$ cat src/rtl/quad_pkg.sv
// Shared types and arithmetic helpers for the quadrature velocity path.
// Pure declarations: no latency, no flow control.
package quad_pkg;

  typedef enum logic [1:0] {
    IDLE  = 2'd0,
    PRIME = 2'd1,
    RUN   = 2'd2
  } state_e;

  function automatic int cnt_w(input int ppr);
    return $clog2(ppr * 4 * 2);
  endfunction

  // Shortest signed distance between two counts on a ring of cnt_mod positions.
  function automatic int wrap_delta(input int cur, input int prev, input int cnt_mod);
    int raw;
    raw = cur - prev;
    if (raw >= cnt_mod / 2) begin
      raw = raw - cnt_mod;
    end else if (raw < -(cnt_mod / 2)) begin
      raw = raw + cnt_mod;
    end
    return raw;
  endfunction

endpackage

$ cat src/rtl/moving_avg_pow2.sv
// Boxcar average over 2^AVG_LOG2 samples, floor-rounded; 1-cycle latency from in_valid.
// No backpressure: every in_valid is absorbed; clr empties the window.
module moving_avg_pow2 #(
  parameter int W        = 14,
  parameter int AVG_LOG2 = 2
) (
  input  logic                clk,
  input  logic                rst,
  input  logic                clr,
  input  logic                in_valid,
  input  logic signed [W-1:0] in,
  output logic                out_valid,
  output logic signed [W-1:0] out
);

  localparam int N  = 1 << AVG_LOG2;
  localparam int SW = W + AVG_LOG2;

  logic signed [W-1:0]  hist_q [N];
  logic signed [SW-1:0] sum_q;
  logic signed [SW-1:0] sum_d;
  logic signed [W-1:0]  out_q;
  logic                 out_valid_q;

  assign sum_d = sum_q + SW'(in) - SW'(hist_q[N-1]);

  always_ff @(posedge clk or posedge rst) begin
    if (rst) begin
      for (int i = 0; i < N; i++) hist_q[i] <= '0;
      sum_q       <= '0;
      out_q       <= '0;
      out_valid_q <= 1'b0;
    end else begin
      out_valid_q <= 1'b0;
      if (clr) begin
        for (int i = 0; i < N; i++) hist_q[i] <= '0;
        sum_q <= '0;
      end else if (in_valid) begin
        hist_q[0] <= in;
        for (int i = 1; i < N; i++) hist_q[i] <= hist_q[i-1];
        sum_q       <= sum_d;
        // Arithmetic shift floors toward minus infinity.
        out_q       <= W'(sum_d >>> AVG_LOG2);
        out_valid_q <= 1'b1;
      end
    end
  end

  assign out       = out_q;
  assign out_valid = out_valid_q;

endmodule

$ cat src/rtl/quadrature_velocity.sv
// Windowed velocity/direction/stall estimate from a wrapping position count.
// Outputs update one cycle after the window's terminal sample; no backpressure, en=0 aborts.
module quadrature_velocity
  import quad_pkg::*;
#(
  parameter int PPR           = 960,
  parameter int CNT_MOD       = PPR * 4 * 2,
  parameter int SAMPLE_CYCLES = 12,
  parameter int AVG_LOG2      = 2,
  parameter int STALL_WINDOWS = 4,
  localparam int CW           = cnt_w(PPR)
) (
  input  logic                 clk,
  input  logic                 rst,
  input  logic                 en,
  input  logic [CW-1:0]        p_cnt,
  output logic signed [CW:0]   vel,
  output logic                 vel_valid,
  output logic                 dir,
  output logic                 stalled
);

  localparam int TW = $clog2(SAMPLE_CYCLES);
  localparam int ZW = $clog2(STALL_WINDOWS + 1);
  localparam logic [TW-1:0] TC_VAL = TW'(SAMPLE_CYCLES - 1);
  localparam logic [ZW-1:0] Z_SAT  = ZW'(STALL_WINDOWS);

  state_e             state_q;
  logic [TW-1:0]      win_q;
  logic [CW-1:0]      prev_q;
  logic [CW-1:0]      cur_q;
  logic               pend_q;
  logic [ZW-1:0]      zrun_q;
  logic [ZW-1:0]      zrun_d;
  logic               stalled_q;
  logic signed [CW:0] delta_d;
  logic               tc;
  logic               strobe_in;
  logic               clr;

  assign tc        = (win_q == TC_VAL);
  assign strobe_in = pend_q & en;
  assign clr       = en & (state_q == IDLE);
  assign delta_d   = (CW+1)'(wrap_delta(int'(cur_q), int'(prev_q), CNT_MOD));

  always_comb begin
    zrun_d = zrun_q;
    if (delta_d != '0) begin
      zrun_d = '0;
    end else if (zrun_q != Z_SAT) begin
      zrun_d = zrun_q + 1'b1;
    end
  end

  always_ff @(posedge clk or posedge rst) begin
    if (rst) begin
      state_q <= IDLE;
      win_q   <= '0;
      prev_q  <= '0;
      cur_q   <= '0;
      pend_q  <= 1'b0;
    end else if (!en) begin
      // Abort the window; a sample captured on this edge is dropped.
      state_q <= IDLE;
      win_q   <= '0;
      pend_q  <= 1'b0;
    end else begin
      pend_q <= 1'b0;
      win_q  <= tc ? '0 : win_q + 1'b1;
      if (pend_q) prev_q <= cur_q;
      case (state_q)
        IDLE: begin
          state_q <= PRIME;
          win_q   <= '0;
        end
        PRIME: if (tc) begin
          prev_q  <= p_cnt;
          state_q <= RUN;
        end
        RUN: if (tc) begin
          cur_q  <= p_cnt;
          pend_q <= 1'b1;
        end
        default: state_q <= IDLE;
      endcase
    end
  end

  always_ff @(posedge clk or posedge rst) begin
    if (rst) begin
      zrun_q    <= '0;
      stalled_q <= 1'b0;
    end else if (strobe_in) begin
      zrun_q    <= zrun_d;
      stalled_q <= (zrun_d == Z_SAT);
    end
  end

  moving_avg_pow2 #(
    .W        (CW + 1),
    .AVG_LOG2 (AVG_LOG2)
  ) u_avg (
    .clk       (clk),
    .rst       (rst),
    .clr       (clr),
    .in_valid  (strobe_in),
    .in        (delta_d),
    .out_valid (vel_valid),
    .out       (vel)
  );

  assign dir     = ~vel[CW];
  assign stalled = stalled_q;

endmodule
$ cat config.mk
export PLATFORM = sky130hd
export DESIGN_NAME = quadrature_velocity
export DESIGN_NICKNAME = d
export VERILOG_FILES = /design/src/rtl/quad_pkg.sv /design/src/rtl/moving_avg_pow2.sv /design/src/rtl/quadrature_velocity.sv
export SDC_FILE = /design/constraint.sdc
export NUM_CORES = 1
export LEC_CHECK = 0
export ABC_AREA = 1
export CAP_MARGIN = 10
export CORE_MARGIN = 2
export CORE_UTILIZATION = 40
export CTS_BUF_LIST = sky130_fd_sc_hd__clkbuf_4
export DETAILED_ROUTE_END_ITERATION = 6
export PLACE_DENSITY_LB_ADDON = 0.2
export SYNTH_ARGS = -nofsm -noshare
export SYNTH_HDL_FRONTEND = slang
export SYNTH_SLANG_ARGS = --single-unit
$ cat constraint.sdc
create_clock -name clk -period 4.4 [get_ports clk]
set_input_delay 0.88 -clock clk [delete_from_list [all_inputs] [get_ports clk]]
set_output_delay 0.88 -clock clk [all_outputs]
set_load 0.03 [all_outputs]
==> metrics <==
final non-filler cell total 1,112; first-pass GRT wire length approximately 26,000 um; hold-fix buffers at CTS 0; Syn Nets slightly below 900; synth warn 0; area of the multi-input gates around 3300 um^2; chip width 135 um; Clock transition at path regs 100 ps; Synth top area share between 40% and 50%; FF/Latch Area slightly above 3000 um^2; Yosys reg bits roughly 120; Die Footprint roughly 18,000 um^2; CP Launch Point prev_q[0]$_DFFE_PP0P_; Post-synth top flop dfrtp_1; final-report setup violation count 0; Reg-to-Reg Start prev_q[0]$_DFFE_PP0P_; crit-path max FO 7; vias in the first global route 5,401; RSZ-0062 raised after global routing true; fin. max-slew vios 0; kind of critical path reg2reg; Startpoint Class flip-flop; setup TNS 0 ps; largest net degree at the start of global routing 67; Lkg Pwr 3.96 nW; maximum vdd drop between 150 and 200 uV; filler cell count ~1,700; core box area between 15,000 and 20,000 um^2; Mapped Area 6900 um^2; Final Cycle Share between 90% and 100%; Async SR Flop Fraction 100%; post-route ant nets 0; share of post-route cells with drive strength above 1 14.3%; Die H approximately 140 um; Clock Sinks around 120; Netlist cell types 40; Mapped Avg Cell Area around 8.3 um^2; Tmin final approximately 4200 ps; EDFF count, synth 0; Syn Inst Count a little over 800; H-Tree Depth 4; CTS tree yes; via/cell ratio just under 5; Synth-to-Final Area Change 16.0%; Nets 942; Post-Route WL approximately 14,000 um; Placer Congestion about 0.83; later-pin clock latency in the skew report roughly 530 ps; Hold Fails Final Rpt 0; Most common cell on crit path nand2_2; Initial Util around two fifths; pwr dens 272 nW/um^2; CTS Buf Count 17; DRC viols 0; Util after Layout around 47%; grt ovf 0; Initial DRT Pass Iterations 4; CTS Buffer Depth 2; Hold Startpoint win_q[0]$_DFF_PP0_; IO Port Bufs 32; I/O Pins 33; initial drt markers between 200 and 250; post-DP HPWL a little over 10,000 um; Clock Skews 17.7 ps; crit path DAT 4640 ps; wire per inst 13.0 um; total power roughly 2.2 mW; fmax between 200 and 250 MHz; placed cells roughly 1,100; CTS Root Cell clkbuf_4; cell row count 48; synth top area cells dfrtp_1 (45%), nand2_1 (10%), inv_1 (7.5%); slowest CP cell fa_1; max_slew headroom 21.2%; Crit path largest cell delay between 400 and 500 ps; Slew @ Worst Pin about 1200 ps; initial antenna violation count 1; Synth area leader dfrtp_1; sequential-to-total area share from yosys stat roughly 45%; total track usage 17.6%; Vias between 5,000 and 6,000; Crit path required time 4820 ps; status finished, final reports clean; Max Cap Viol 0; HP Class reg2reg; nature of the critical path endpoint flip-flop
[cells by family after synthesis]
group / synth area share, %
adders and majority gates: 10.8
buffers and inverters: 9.45
xor gates and xnor gates: 1.65
DFF: 45.0
AOI/OAI and AO/OA: 13.2
and+or+nand+nor: 19.9
[layout by cell type (no fill, tap or decap), types with 20 or more instances in the layout]
cell type        instances
nand3_1                 30
nand2_1                181
nor2_1                  42
o21ai_0                 42
dfrtp_1                124
inv_1                  133
ha_1                    23
clkdlybuf4s50_1         32
nand2_2                 20
a21oi_1                 31
o22ai_1                 49
[Yosys cell counts, types with 2 or more instances]
cell	n
nor2_4	2
nand4_1	8
buf_1	2
clkbuf_1	22
fa_1	16
nand2_4	4
nand2_2	12
o21ai_1	3
inv_1	137
nand2_1	190
o21bai_1	2
nor3_1	5
o211ai_1	2
o21ai_0	47
xnor2_1	6
nor2_2	4
a31oi_1	13
nand3_1	32
o22ai_1	49
dfrtp_1	124
xor2_1	7
nor2_1	44
a21oi_2	2
ha_1	34
inv_2	11
nand3_2	4
a21oi_1	34
[registers in the layout, indices dropped and copies added (netlist names)]
name             count
u_avg.out_valid      1
win_q                4
state_q              2
zrun_q               3
stalled              1
u_avg.hist_q        56
pend_q               1
cur_q               13
u_avg.sum_q         16
prev_q              13
u_avg.out           14
[worst max-delay path, delay by kind of cell, from the launching register on]
family,cells,cell delay [ps]
AOI/OAI and AO/OA,7,840
DFF,1,410
adders and majority gates,4,1400
and+or+nand+nor,13,1340
buffers and inverters,2,100
[layout make-up]
cell class	instances	share of cell area [%]
antenna	1	0.0313
timing repair buffer	52	6.19
multi-input combinational	532	41.7
clock inverter	10	0.985
clock buffer	19	1.78
sequential	124	38.8
inverter	149	7.05
tap	225	3.52
[where the power goes]
part	switching (mW)	internal [mW]	total, mW	leakage, nW
Clock	0.409	0.274	0.682	0.118
Combinational	0.210	0.133	0.343	2.16
Sequential	0.00434	1.15	1.15	1.68
Total	0.623	1.55	2.18	3.96
[what timing repair did]
item                       in CTS  in global routing
hold endpoints to repair        0                  0
buffers inserted                0                  5
gates resized for setup         2                 46
setup endpoints to repair       2                 10
pin swaps                       0                 18
[layer usage]
layer | vias to the layer above | part of all wire [%] | global-route usage, %
met1 | 2526 | 51 | 24.6
met5 | - | 0 | 0
met2 | 75 | 45 | 27.6
met3 | 12 | 2.9 | 4.26
met4 | 0 | 1.1 | 4.46
li1 | 2765 | - | -
[metrics by stage]
stage               worst slack, ps  hold slack (ps)  instance area [um^2]
floorplan                       221              433                  6900
CTS                            21.1              466                  7790
finish                          189              467                  8010
global placement                119              455                  7550
detailed placement            -45.2              452                  7550
global route                   -111              506                  8010
[worst paths after layout]
kind	endpoint	slack, ps	cells past startpoint
setup / recovery	u_avg.out[13]$_DFFE_PP0P_	190	26
hold / removal	win_q[0]$_DFF_PP0_	470	1
setup reg to reg	u_avg.out[13]$_DFFE_PP0P_	190	26
hold reg to reg	win_q[0]$_DFF_PP0_	470	1
max in group asynchronous	u_avg.out[4]$_DFFE_PP0P_	2780	3
min in group asynchronous	prev_q[0]$_DFFE_PP0P_	820	2
Power figures use the tool's default switching activity.
==> patch: new RTL, same settings <==
Encoding of `state_e`: now one-hot (3 bits for 3 states).
--- a/src/rtl/quad_pkg.sv
+++ b/src/rtl/quad_pkg.sv
@@ -3,8 +3,8 @@
 package quad_pkg;
 
-  typedef enum logic [1:0] {
-    IDLE  = 2'd0,
-    PRIME = 2'd1,
-    RUN   = 2'd2
+  typedef enum logic [2:0] {
+    IDLE  = 3'b001,
+    PRIME = 3'b010,
+    RUN   = 3'b100
   } state_e;
 
Behaviour: no difference found for any inputs over 10 cycles, from zero or initial values and one cycle with rst high; not proved beyond that.
==> patch against the original RTL <==
- clock power up 14%
- hold slack got worse by 0.0031 ns
- clock skew rose by 0.0046 ns
- cell area grew 1.4%
- wire length increased by 3.8%
- area after synthesis is 0.29% higher
- utilization is 0.51 points higher
- power up 6.4%
- sequential cell count grew 1
- critical path depth grew 3
- largest cell class unchanged
- worst setup slack better by 0.067 ns
==> patch: results (changes against the original RTL) <==
stage,metric,value,unit,change
power,maximum vdd drop,0.000201,V,+20%
global_routing,GRT Total Usage,0.178,,+0.00204
global_routing,largest net degree at the start of global routing,59,,-12%
clock_tree,clk_lat worst skew,0.55,ns,+0.02 ns
final_layout,"most common cell after layout, fill and taps aside",nand2_1,,
route,Wirelength per Cell,13.5,um,+3.5%
clock_tree,CTS root buf,clkbuf_4,,
route,Starting DRT DRC Count,305,,+24%
setup_path,FF-to-FF Start,cur_q[0],,
setup_path,slowest CP cell,fa_2,,
min_path,Hold WC Path Type,reg -> reg,,
global_routing,global-route wire length before repair,25900,um,+0.92%
timing,Rel. slew slack,0.513,,+0.301
timing,Worst Skew,0.0222,ns,+0.00457 ns
power,Static Leak,3.99,nW,+0.79%
final_layout,layout cells sized above 1,0.127,,-0.0164
logic_synthesis,Synth area leaders,"dfrtp_1 (45%), nand2_1 (9.9%), inv_1 (8.4%)",,
min_path,Min-Delay Startpoint,win_q[0],,
logic_synthesis,fraction of the yosys area taken by sequential cells,0.452,,+0.00250
setup_path,largest stage delay on the critical path,0.58,ns,+0.09 ns
place,GP Congestion,0.854,,+2.9%
global_routing,number of global-route vias before repair,5332,,-1.3%
setup_path,reg-to-reg endpoint,u_avg.sum_q[14],,
logic_synthesis,syn nets,893,,-0.22%
logic_synthesis,synth cell count leaders,"nand2_1 (182), inv_1 (154), dfrtp_1 (124)",,
route,vias per cell,4.88,,+0.99%
global_routing,antenna violations before repair,0,,-1
logic_synthesis,warning count from the yosys run,0,,unchanged
setup_path,cells on worst reg2reg path,29,,+12%
final_layout,Top reg by flops,u_avg.hist_q,,
place,pre-CTS WS,0.0471,ns,+0.0923 ns
clock_tree,Num CTS Buffers,17,,unchanged
setup_path,CP Max Fanout,6,,-1
final_layout,Ant. Diodes,0,,-1
place,IO buf count,32,,unchanged
setup_path,WP data arrival,4.63,ns,about the same
status,status,completed,,
route,1st-pass router iterations,4,,unchanged
clock_tree,clock tree buffer depth,2,,unchanged
timing,hold_ws,0.464,ns,-0.00306 ns
place,DP HPWL,10600,um,+4.1%
setup_path,R2R Setup Slk,0.26,ns,+0.07 ns
clock_tree,H-tree depth,4,,unchanged
final_layout,NumNets Final,944,,+0.21%
place,Post-DP Area,7570,um2,+0.30%
final_layout,Largest register FFs,56,,unchanged
==> patch: timing repair <==
| item | CTS | global route |
|---|---|---|
| pin swaps | 0 | 12 |
| endpoints found under the hold margin | 0 | 0 |
| hold buffers | 0 | 0 |
| resized for setup | 2 | 37 |
| buffers inserted | 0 | 8 |
| endpoints found under the setup margin | 2 | 12 |
==> patch: worst register-to-register path: cells and delay by family (launching register included) <==
| kind | cells | cell delay, ns |
|---|---|---|
| simple gates | 14 | 1.19 |
| fa+ha+maj | 5 | 1.62 |
| flops | 1 | 0.38 |
| buf+inv | 6 | 0.41 |
| compound gates | 4 | 0.47 |
==> patch: how the worst max path moves through the flow <==
| stage | startpoint | slack, ns | to |
|---|---|---|---|
| 2_1_floorplan | rst | 0.19 | cur_q[0] |
| 3_3_place_gp | prev_q[0] | 0.15 | u_avg.out[12] |
| 3_5_place_dp | prev_q[0] | 0.05 | u_avg.sum_q[14] |
| 4_1_cts | prev_q[0] | 0.04 | u_avg.sum_q[14] |
| 5_1_grt | cur_q[0] | -0.04 | u_avg.sum_q[14] |
| 6_report | cur_q[0] | 0.26 | u_avg.sum_q[14] |
==> patch: logic make-up after synthesis <==
logic type               synth area share
AO/OA/AOI/OAI                       0.129
XOR/XNOR                           0.0177
adder cells (fa/ha/maj)             0.108
buffers and inverters              0.0987
flip-flops                          0.452
AND/OR/NAND/NOR                     0.195
==> patch: power by group <==
| group | total (mW) | internal, mW | leakage (nW) | switching [mW] |
|---|---|---|---|---|
| clock | 0.777 | 0.341 | 0.142 | 0.436 |
| sequential | 1.17 | 1.16 | 1.70 | 0.00660 |
| combinational | 0.371 | 0.135 | 2.15 | 0.236 |
==> patch: routing by layer <==
layer	GRT usage	vias to the layer above	routed length [um]
met1	0.255	2543	7690
met4	0.0475	0	181
met3	0.0419	18	507
met2	0.272	108	6620
met5	0	-	0
li1	-	2777	-
==> patch: final cells by class <==
cell class / count / area [um2]
fill: 1695 / 8990
multi-input combinational: 520 / 3330
sequential: 125 / 3130
inverter: 160 / 603
timing repair buffer: 54 / 510
tap: 225 / 282
clock buffer: 19 / 143
clock inverter: 12 / 124
==> patch: through the flow <==
step                      power (mW)  cells  TNS, ns
after floorplan                 1.43    827        0
after global placement          1.53   1076        0
after detailed placement        1.54   1076        0
after CTS                       2.32   1107        0
after global routing            2.44   1115  -0.0753
final                           2.32   1115        0
